### config.mk
export PLATFORM = sky130hd
export DESIGN_NAME = i2s_encoder_flat
export DESIGN_NICKNAME = d
export VERILOG_FILES = /design/src/rtl/i2s_encoder_pkg.sv /design/src/rtl/i2s_encoder_if.sv /design/src/rtl/i2s_encoder_sclk_gen.sv /design/src/rtl/i2s_encoder.sv /design/src/flat_wrapper.sv
export SDC_FILE = /design/constraint.sdc
export NUM_CORES = 1
export LEC_CHECK = 0
export BUFFER_PORTS_ARGS = -buffer_cell sky130_fd_sc_hd__buf_2
export CORE_UTILIZATION = 40
export DETAILED_ROUTE_END_ITERATION = 6
export SETUP_SLACK_MARGIN = 0.15
export SYNTH_ARGS = -nofsm -noshare
export SYNTH_HDL_FRONTEND = slang
export SYNTH_SLANG_ARGS = --single-unit
export TNS_END_PERCENT = 30
### constraint.sdc
create_clock -name sys_clk -period 3.05 [get_ports sys_clk]
set_input_delay 0.4575 -clock sys_clk [delete_from_list [all_inputs] [get_ports sys_clk]]
set_output_delay 0.4575 -clock sys_clk [all_outputs]
set_load 0.01 [all_outputs]
### src/rtl/i2s_encoder_pkg.sv
// Shared I2S definitions: default link geometry and the transmit/receive state type.
package i2s_pkg;
    localparam int I2S_DATAWIDTH = 24;
    localparam int I2S_SLOT_BITS = 32;
    localparam int I2S_SCLK_DIV  = 30;

    typedef enum logic {
        ST_IDLE = 1'b0,
        ST_RUN  = 1'b1
    } i2s_state_e;
endpackage

### src/rtl/i2s_encoder_if.sv
// Stereo sample handshake into the I2S encoder (valid/ready, one L/R pair per beat).
interface i2s_encoder_if
    import i2s_pkg::*;
#(
    parameter int DATAWIDTH = I2S_DATAWIDTH
);
    logic                 in_valid;
    logic                 in_ready;
    logic [DATAWIDTH-1:0] in_l;
    logic [DATAWIDTH-1:0] in_r;

    modport master (output in_valid, output in_l, output in_r, input in_ready);
    modport slave  (input in_valid, input in_l, input in_r, output in_ready);
endinterface

### src/rtl/i2s_encoder_sclk_gen.sv
// Bit-clock divider: toggles sclk every SCLK_DIV/2 cycles and flags the falling edge.
module i2s_sclk_gen #(
    parameter int SCLK_DIV = 30
) (
    input  logic sys_clk,
    input  logic sys_rst_n,
    input  logic en_i,
    output logic sclk_o,
    output logic fall_o
);
    localparam int HALF = SCLK_DIV / 2;
    localparam int CW   = (HALF > 1) ? $clog2(HALF) : 1;
    localparam logic [CW-1:0] TC = CW'(HALF - 1);

    logic [CW-1:0] cnt_q;
    logic          sclk_q;
    logic          tc;

    assign tc     = (cnt_q == TC);
    // Strobe is combinational so the top updates data on the same edge sclk drops.
    assign fall_o = en_i && tc && sclk_q;
    assign sclk_o = sclk_q;

    always_ff @(posedge sys_clk or negedge sys_rst_n) begin
        if (!sys_rst_n) begin
            cnt_q  <= '0;
            sclk_q <= 1'b0;
        end else if (!en_i) begin
            cnt_q  <= '0;
            sclk_q <= 1'b0;
        end else if (tc) begin
            cnt_q  <= '0;
            sclk_q <= ~sclk_q;
        end else begin
            cnt_q  <= cnt_q + 1'b1;
        end
    end
endmodule

### src/rtl/i2s_encoder.sv
// I2S (Philips) transmitter: buffers one stereo pair and serialises it MSB first.
// Optional I2S_ENC_UNDERFLOW_CNT_EN adds a saturating underflow_cnt output.
module i2s_encoder
    import i2s_pkg::*;
#(
    parameter int DATAWIDTH = I2S_DATAWIDTH,
    parameter int SLOT_BITS = I2S_SLOT_BITS,
    parameter int SCLK_DIV  = I2S_SCLK_DIV
) (
    input  logic          sys_clk,
    input  logic          sys_rst_n,
    input  logic          en,
    i2s_encoder_if.slave  in_if,
    output logic          i2s_sclk,
    output logic          i2s_ws,
    output logic          i2s_sdata,
    output logic          underflow
`ifdef I2S_ENC_UNDERFLOW_CNT_EN
    ,
    output logic [15:0]   underflow_cnt
`endif
);
    localparam int PW = $clog2(2 * SLOT_BITS);
    localparam logic [PW-1:0] P_LAST = PW'(2 * SLOT_BITS - 1);
    localparam logic [PW-1:0] S_P    = PW'(SLOT_BITS);
    localparam logic [PW-1:0] D_P    = PW'(DATAWIDTH);

    i2s_state_e           state_q;
    logic [PW-1:0]        p_q, p_d, q_d;
    logic                 ws_q, ws_d, sd_q, bit_d;
    logic                 uf_q, full_q;
    logic [DATAWIDTH-1:0] buf_l_q, buf_r_q, sh_l_q, sh_r_q;
    logic                 run, tick_en, sclk, fall, load, accept;

    assign run     = (state_q == ST_RUN);
    assign tick_en = run && en;

    i2s_sclk_gen #(.SCLK_DIV(SCLK_DIV)) u_sclk_gen (
        .sys_clk   (sys_clk),
        .sys_rst_n (sys_rst_n),
        .en_i      (tick_en),
        .sclk_o    (sclk),
        .fall_o    (fall)
    );

    assign p_d    = (p_q == P_LAST) ? '0 : p_q + 1'b1;
    assign ws_d   = (p_d >= S_P);
    assign q_d    = ws_d ? p_d - S_P : p_d;
    assign bit_d  = (q_d != '0) && (q_d <= D_P);
    // A frame starts either on the enable cycle or when p wraps back to 0.
    assign load   = en && (!run || (fall && p_q == P_LAST));
    assign accept = in_if.in_valid && !full_q;

    always_ff @(posedge sys_clk or negedge sys_rst_n) begin
        if (!sys_rst_n) begin
            state_q <= ST_IDLE;
            p_q     <= '0;
            ws_q    <= 1'b0;
            sd_q    <= 1'b0;
            uf_q    <= 1'b0;
            full_q  <= 1'b0;
            buf_l_q <= '0;
            buf_r_q <= '0;
            sh_l_q  <= '0;
            sh_r_q  <= '0;
        end else begin
            uf_q <= 1'b0;
            // An accept can only coincide with a load when the buffer was empty,
            // so the new pair survives for the following frame.
            if (accept) begin
                buf_l_q <= in_if.in_l;
                buf_r_q <= in_if.in_r;
                full_q  <= 1'b1;
            end else if (load) begin
                full_q  <= 1'b0;
            end

            case (state_q)
                ST_IDLE: if (en) state_q <= ST_RUN;
                ST_RUN: begin
                    if (!en) begin
                        state_q <= ST_IDLE;
                        p_q     <= '0;
                        ws_q    <= 1'b0;
                        sd_q    <= 1'b0;
                        sh_l_q  <= '0;
                        sh_r_q  <= '0;
                    end else if (fall) begin
                        p_q  <= p_d;
                        ws_q <= ws_d;
                        sd_q <= 1'b0;
                        if (bit_d) begin
                            if (ws_d) begin
                                sd_q   <= sh_r_q[DATAWIDTH-1];
                                sh_r_q <= sh_r_q << 1;
                            end else begin
                                sd_q   <= sh_l_q[DATAWIDTH-1];
                                sh_l_q <= sh_l_q << 1;
                            end
                        end
                    end
                end
                default: state_q <= ST_IDLE;
            endcase

            if (load) begin
                sh_l_q <= full_q ? buf_l_q : '0;
                sh_r_q <= full_q ? buf_r_q : '0;
                uf_q   <= !full_q;
            end
        end
    end

    assign in_if.in_ready = !full_q;
    assign i2s_sclk       = sclk;
    assign i2s_ws         = ws_q;
    assign i2s_sdata      = sd_q;
    assign underflow      = uf_q;

`ifdef I2S_ENC_UNDERFLOW_CNT_EN
    logic [15:0] ucnt_q;

    always_ff @(posedge sys_clk or negedge sys_rst_n) begin
        if (!sys_rst_n) begin
            ucnt_q <= '0;
        end else if (load && !full_q && ucnt_q != 16'hFFFF) begin
            ucnt_q <= ucnt_q + 1'b1;
        end
    end

    assign underflow_cnt = ucnt_q;
`endif
endmodule

### src/flat_wrapper.sv
// flat-port wrapper written by rule: the top's interface ports become plain ports
module i2s_encoder_flat import i2s_pkg::*;
#(
    parameter int DATAWIDTH = I2S_DATAWIDTH,
    parameter int SLOT_BITS = I2S_SLOT_BITS,
    parameter int SCLK_DIV  = I2S_SCLK_DIV
)
  (sys_clk, sys_rst_n, en, i2s_sclk, i2s_ws, i2s_sdata, underflow, in_if_in_valid, in_if_in_l, in_if_in_r, in_if_in_ready);
  i2s_encoder_if #(.DATAWIDTH(DATAWIDTH)) in_if_i ();
  input  logic sys_clk;
  input  logic sys_rst_n;
  input  logic en;
  output logic i2s_sclk;
  output logic i2s_ws;
  output logic i2s_sdata;
  output logic underflow;
  input wire logic [$bits(in_if_i.in_valid)-1:0] in_if_in_valid;
  input wire logic [$bits(in_if_i.in_l)-1:0] in_if_in_l;
  input wire logic [$bits(in_if_i.in_r)-1:0] in_if_in_r;
  output wire logic [$bits(in_if_i.in_ready)-1:0] in_if_in_ready;
  assign in_if_i.in_valid = in_if_in_valid;
  assign in_if_i.in_l = in_if_in_l;
  assign in_if_i.in_r = in_if_in_r;
  assign in_if_in_ready = in_if_i.in_ready;
  i2s_encoder #(.DATAWIDTH(DATAWIDTH), .SLOT_BITS(SLOT_BITS), .SCLK_DIV(SCLK_DIV)) u_core (.sys_clk(sys_clk), .sys_rst_n(sys_rst_n), .en(en), .in_if(in_if_i), .i2s_sclk(i2s_sclk), .i2s_ws(i2s_ws), .i2s_sdata(i2s_sdata), .underflow(underflow));
endmodule
==> run metrics, run 1 <==
first-pass GRT wire length 15600 µm; Synth area leaders dfrtp_1 53%, mux2_2 11%, mux2_4 5.4%; root buf cell clkbuf_16; Port Buffers 56; routed len/inst 15.2 µm; TritonCTS clock tree yes; Crit Path Category reg -> reg; final-report max-slew violation count 0; number of hold violations in the final report 0; WHS 103 ps; power per cell area around 610 nW/µm²; initial core utilization about 41%; f_max approximately 380 MHz; Post-Synthesis Cell Area 5290 µm²; Finished Cell Area 5940 µm²; commonest non-fill, non-tap cells in the layout 112 x dfrtp_1, 55 x buf_2, 53 x mux2_2; Final ANT Viol Nets 0; # setup viols final 0; Register Area 2800 µm²; cell internal pwr 2.68 mW; initial antenna violation count 0; Via density between 5 and 6; clock share of power 29.4%; worst setup path start u_core.u_sclk_gen.cnt_q[0]$_DFF_PN0_; sequential element share of the synthesized area 53.0%; max cap viols 0; critical path required time 3320 ps; CP arrival 2910 ps; DRC violations left 0; Comb pwr share 16.7%; share of cells above drive strength 1 44.2%; vias in the first global route 3170; Critical Path Sink u_core.sh_r_q[8]$_DFFE_PN0P_; Tmin final 2650 ps; NetSw 0.946 mW; reg2reg start u_core.u_sclk_gen.cnt_q[0]$_DFF_PN0_; overall power 3.63 mW; clock sinks 112; Hold WC Path Type in -> async; die width 117 µm; Post-CTS Setup Inserts 0; Multi-input gate area roughly 2200 µm²; die height 117 µm; status finished, final reports clean; Synth Net Count 453; die area 13700 µm²; asr flop ratio synth between 90% and 100%; measured slew at the worst slew-check pin 683 ps; n_diodes 0; remaining global-route overflow 0; via count 3200; H-tree depth 3; R2R Setup Slk 400 ps; relative slew slack a little over half; synth unique cells 49; Total Wirelength 9440 µm; Max VDD drop 0.000314 V; Syn Area/Cell 13.3 µm²; RSZ-0062 raised after global routing false; Gate Count Post-Synth 397; Area Growth Syn to Fin 12.2%; Tcrit/Tclk final 86.7%; #FFs+latches synth 112; Resized cells post-CTS 0; core area 12800 µm²; RR Endpoint u_core.sh_r_q[8]$_DFFE_PN0P_; clk_skew roughly 5.7 ps; Reg power frac between 50% and 60%; # IOs 57; most common cell after layout, fill and taps aside dfrtp_1; gr usage total 14.8%; Placement Cell Area 5670 µm²; Detailed Place HPWL around 6200 µm; fillcell total 1145; R2R cell count 9; Rows 41; Sw Share approximately a quarter; Clock Latency Late Sink between 300 and 400 ps; Pre-Repair DR Iteration Count 4; CP endpoint kind flip-flop; YS warnings 0; Initial DRC Count 139; startpoint types flip-flop; largest net degree at the start of global routing 71; share of the synthesized area in the top cell type 53.0%; CP max FO 29; leading area contributor after synthesis dfrtp_1; CTS clk-pin slew, worst paths 70 ps; Top FF cell, synth dfrtp_1; total negative slack 0 ps; TritonCTS buffer count 9; routability cong. 0.846; post-layout util about 46%; Post-synth EDFFs 0; Leak 2.64 nW; cts hold-fix bufs 0; CTS Buffer Depth 2; Final nets roughly 500
## layout make-up
cell class | count | area share, %
Tap cell | 172 | 3.62
Clock buffer | 11 | 3.92
Inverter | 6 | 0.379
Timing Repair Buffer | 63 | 6.70
Clock inverter | 5 | 0.569
Multi-Input combinational cell | 251 | 37.6
Sequential cell | 112 | 47.2
## synth_stat cells, types with 2 or more instances
cell type,n
xnor2_1,2
nor2_1,28
and2_1,2
a22oi_1,5
a22o_1,25
buf_1,4
buf_12,3
a31oi_1,2
and3_1,3
ha_1,4
o211ai_1,2
buf_6,5
and3_4,3
a21o_1,2
inv_1,6
nand3_1,4
a32o_1,2
nor2b_1,4
o21ai_0,6
xor2_1,3
a22oi_2,17
mux2_2,53
nor3_1,2
buf_2,3
mux2_4,19
a21oi_2,18
buf_4,11
o21ai_1,2
dfrtp_1,112
a21oi_1,10
nand2_1,17
## worst min-delay path by stage
stage                                           end  slack (ps)  cells after the start
2_1_floorplan         u_core.buf_l_q[0]$_DFFE_PN0P_         160                      0
5_1_grt        u_core.u_sclk_gen.cnt_q[3]$_DFF_PN0_         150                      1
4_1_cts        u_core.u_sclk_gen.cnt_q[1]$_DFF_PN0_         130                      1
3_5_place_dp              u_core.i2s_ws$_DFFE_PN0P_         480                      2
6_report       u_core.u_sclk_gen.cnt_q[3]$_DFF_PN0_         100                      1
3_3_place_gp              u_core.i2s_ws$_DFFE_PN0P_         470                      2
## power groups by stage
stage	logic, mW	registers, mW	clock network, mW
5_1_grt	0.671	1.99	1.15
3_5_place_dp	0.617	1.98	0
6_report	0.607	1.95	1.07
3_3_place_gp	0.597	1.98	0
4_1_cts	0.619	1.96	1.10
2_1_floorplan	0.502	1.92	0
## worst max-delay path, stage by stage, from the launching register on
cell and delay [ps]:
dfrtp_1 420, inv_1 70, ha_1 180, and3_1 340, and4_1 450, a31oi_1 190
a21oi_4 480, buf_12 260, nor2_1 60, a21oi_1 110
## metrics by stage
stage          setup WS [ps]  std cells
6_report                 405        620
5_1_grt                  209        620
4_1_cts                  402        620
3_5_place_dp             431        604
3_3_place_gp             454        604
2_1_floorplan            875        397
## logic make-up (layout without fill, tap and decap cells)
| logic type | Yosys count | in the layout | share of synthesized area (%) |
|---|---|---|---|
| and+or+nand+nor | 71 | 71 | 7.19 |
| xor gates and xnor gates | 5 | 5 | 0.828 |
| DFF | 112 | 112 | 53.0 |
| buffers and inverters | 34 | 85 | 5.11 |
| AOI/OAI and AO/OA | 99 | 99 | 16.3 |
| muxes | 72 | 72 | 16.7 |
| adders and majority gates | 4 | 4 | 0.946 |
## layer usage
layer	wire (µm)	vias to the layer above	part of all wire [%]	global-route usage, %
li1	-	1528	-	-
met2	4420	59	47	23.4
met1	4490	1599	48	20.0
met5	0	-	0	0
met4	194	0	2.1	5.40
met3	339	14	3.6	3.50
## sequential cells by signal, summed over array words and instances (netlist names)
| signal | count |
|---|---|
| u_core.sh_r_q | 24 |
| u_core.u_sclk_gen.sclk_o | 1 |
| u_core.buf_l_q | 24 |
| u_core.i2s_sdata | 1 |
| u_core.buf_r_q | 24 |
| u_core.i2s_ws | 1 |
| u_core.underflow | 1 |
| u_core.full_q | 1 |
| u_core.u_sclk_gen.cnt_q | 4 |
| u_core.sh_l_q | 24 |
| u_core.run | 1 |
| u_core.p_q | 6 |
No activity file was read; power rests on OpenSTA's default activity.
==> run 2: changes to the inputs <==
--- a/config.mk
+++ b/config.mk
@@ -6,8 +6,11 @@
 export NUM_CORES = 1
 export LEC_CHECK = 0
 export BUFFER_PORTS_ARGS = -buffer_cell sky130_fd_sc_hd__buf_2
+export CELL_PAD_IN_SITES_DETAIL_PLACEMENT = 0
+export CELL_PAD_IN_SITES_GLOBAL_PLACEMENT = 1
 export CORE_UTILIZATION = 40
 export DETAILED_ROUTE_END_ITERATION = 6
+export PLACE_DENSITY_LB_ADDON = 0.1
 export SETUP_SLACK_MARGIN = 0.15
 export SYNTH_ARGS = -nofsm -noshare
 export SYNTH_HDL_FRONTEND = slang
==> run 2 against run 1 <==
Sequential power about the same. Sequential cell count unchanged. Hold slack better by 30 ps. Total power up 2.6%. Clock-buffer cell count grew 1. First-iteration DRC count down 22%. Sequential share of layout area decreased by 0.37 points. Cell count rose by 0.65%. Non-clock buffer count up 5. Setup slack improved by 27 ps. Critical endpoint is now u_core.sh_l_q[23]$_DFFE_PN0P_. Largest power group unchanged. Highest routed layer is now met5.
==> run metrics, run 2 (synthesis results as in run 1) <==
most common cell after layout, fill and taps aside dfrtp_1; root buf cell clkbuf_16; CP arrival 2850 ps; met3 wire len between 300 and 400 µm; final-report max-slew violation count 0; critical path required time 3280 ps; core area roughly 13000 µm²; remaining global-route overflow 0; Crit Path Category reg -> reg; Clock Latency Late Sink 350 ps; CP endpoint kind flip-flop; met1 WL 4730 µm; n_diodes 0; Critical Path Max Stage Delay 450 ps; post-layout util 46.9%; f_max 382 MHz; Max VDD drop 0.000400 V; initial antenna violation count 1; uppermost layer routed met5; worst setup path start u_core.p_q[0]$_DFFE_PN0P_; Initial DRC Count 108; routed len/inst about 16 µm; commonest non-fill, non-tap cells in the layout 112 x dfrtp_1, 55 x buf_2, 53 x mux2_2; H-tree depth 3; crit path cell chain ha_1, and3b_1, o21ai_0, a311oi_2, nand2_1, nand2_4, mux2_2; CTS clk-pin slew, worst paths 70 ps; startpoint types flip-flop; via count 3211; met2 WL 4520 µm; initial core utilization 41.4%; CTS Buffer Depth 2; total negative slack 0 ps; TritonCTS clock tree yes; Final ANT Viol Nets 0; Tcrit/Tclk final a little under nine tenths; Rows between 40 and 50; measured slew at the worst slew-check pin 646 ps; die area 13700 µm²; RSZ-0062 raised after global routing false; Via density 5.15; CP max FO 24; # IOs 57; clk_skew 6.51 ps; Resized cells post-CTS 0; vias in the first global route ~3300; Pre-Repair DR Iteration Count 4; routability cong. between 0.8 and 0.9; clock sinks 112; cts hold-fix bufs 0; Leak 2.67 nW; slowest cell on the critical path ha_1; # setup viols final 0; status finished, final reports clean; DRC violations left 0; power per cell area 622 nW/µm²; Area Growth Syn to Fin 13.1%; largest net degree at the start of global routing 50; first-pass GRT wire length 16800 µm; fillcell total 1187; Port Buffers 56; relative slew slack 57.0%; reg2reg start u_core.p_q[0]$_DFFE_PN0P_; Hold WC Path Type in -> async; die height 117 µm; max cap viols 0; die width roughly 120 µm; gr usage total 16.4%; share of cells above drive strength 1 44.7%; TritonCTS buffer count 9; Multi-input gate area 2230 µm²; Post-CTS Setup Inserts 0; Detailed Place HPWL 6550 µm; number of hold violations in the final report 0; Total Wirelength 9810 µm; Final nets 504; Register Area 2800 µm²; Tmin final about 2600 ps
## run 2: cell count changes in the layout (fill, tap and decap cells not counted)
cell / delta
bufinv_16: +1
buf_12: -1
buf_4: +6
clkinv_4: -1
clkinvlp_4: -1
clkinv_2: -1
clkbuf_8: +1
## run 2: path summary, 6_finish.rpt
| path | slack [ps] | to | cells past startpoint |
|---|---|---|---|
| max | 430 | u_core.sh_l_q[23]$_DFFE_PN0P_ | 7 |
| min | 130 | u_core.run$_DFF_PN0_ | 1 |
| max reg2reg | 430 | u_core.sh_l_q[23]$_DFFE_PN0P_ | 7 |
| min reg2reg | 480 | u_core.i2s_ws$_DFFE_PN0P_ | 2 |
| max in group asynchronous | 2140 | u_core.buf_l_q[6]$_DFFE_PN0P_ | 2 |
| min in group sys_clk | 330 | u_core.buf_r_q[13]$_DFFE_PN0P_ | 2 |
## run 2: metal layers
metal  vias to the layer above  track usage [%]
li1                       1542                -
met1                      1603             21.5
met2                        48             25.9
met3                        16             4.07
met4                         2             6.84
met5                         -                0
## run 2: critical path, delay by kind of cell (launching register included)
family	cells	cell delay, ps
adders and majority gates	1	450
muxes	1	390
DFF	1	420
AOI/OAI and AO/OA	2	500
and+or+nand+nor	3	730
## run 2: metrics by stage
step	setup slack (ps)	cell area [µm²]	hold slack, ps	total power, mW	cells
floorplan	875	5290	162	2.42	397
detailed placement	435	5700	462	2.60	609
CTS	433	5990	157	3.79	624
global placement	535	5700	456	2.58	609
finish	432	5990	133	3.72	624
global route	291	5990	189	3.94	624
## run 2: cell type report
type                       count  area share [%]
tap                          172            3.59
clock buffer                  12            4.12
sequential                   112            46.8
timing repair buffer          68            7.06
multi-input combinational    251            37.3
clock inverter                 3           0.711
inverter                       6           0.376
## run 2: power by group
group,switching (mW),total [mW],internal (mW)
combinational,0.249,0.614,0.364
sequential,0.178,1.95,1.77
clock,0.509,1.16,0.654
total,0.936,3.72,2.79
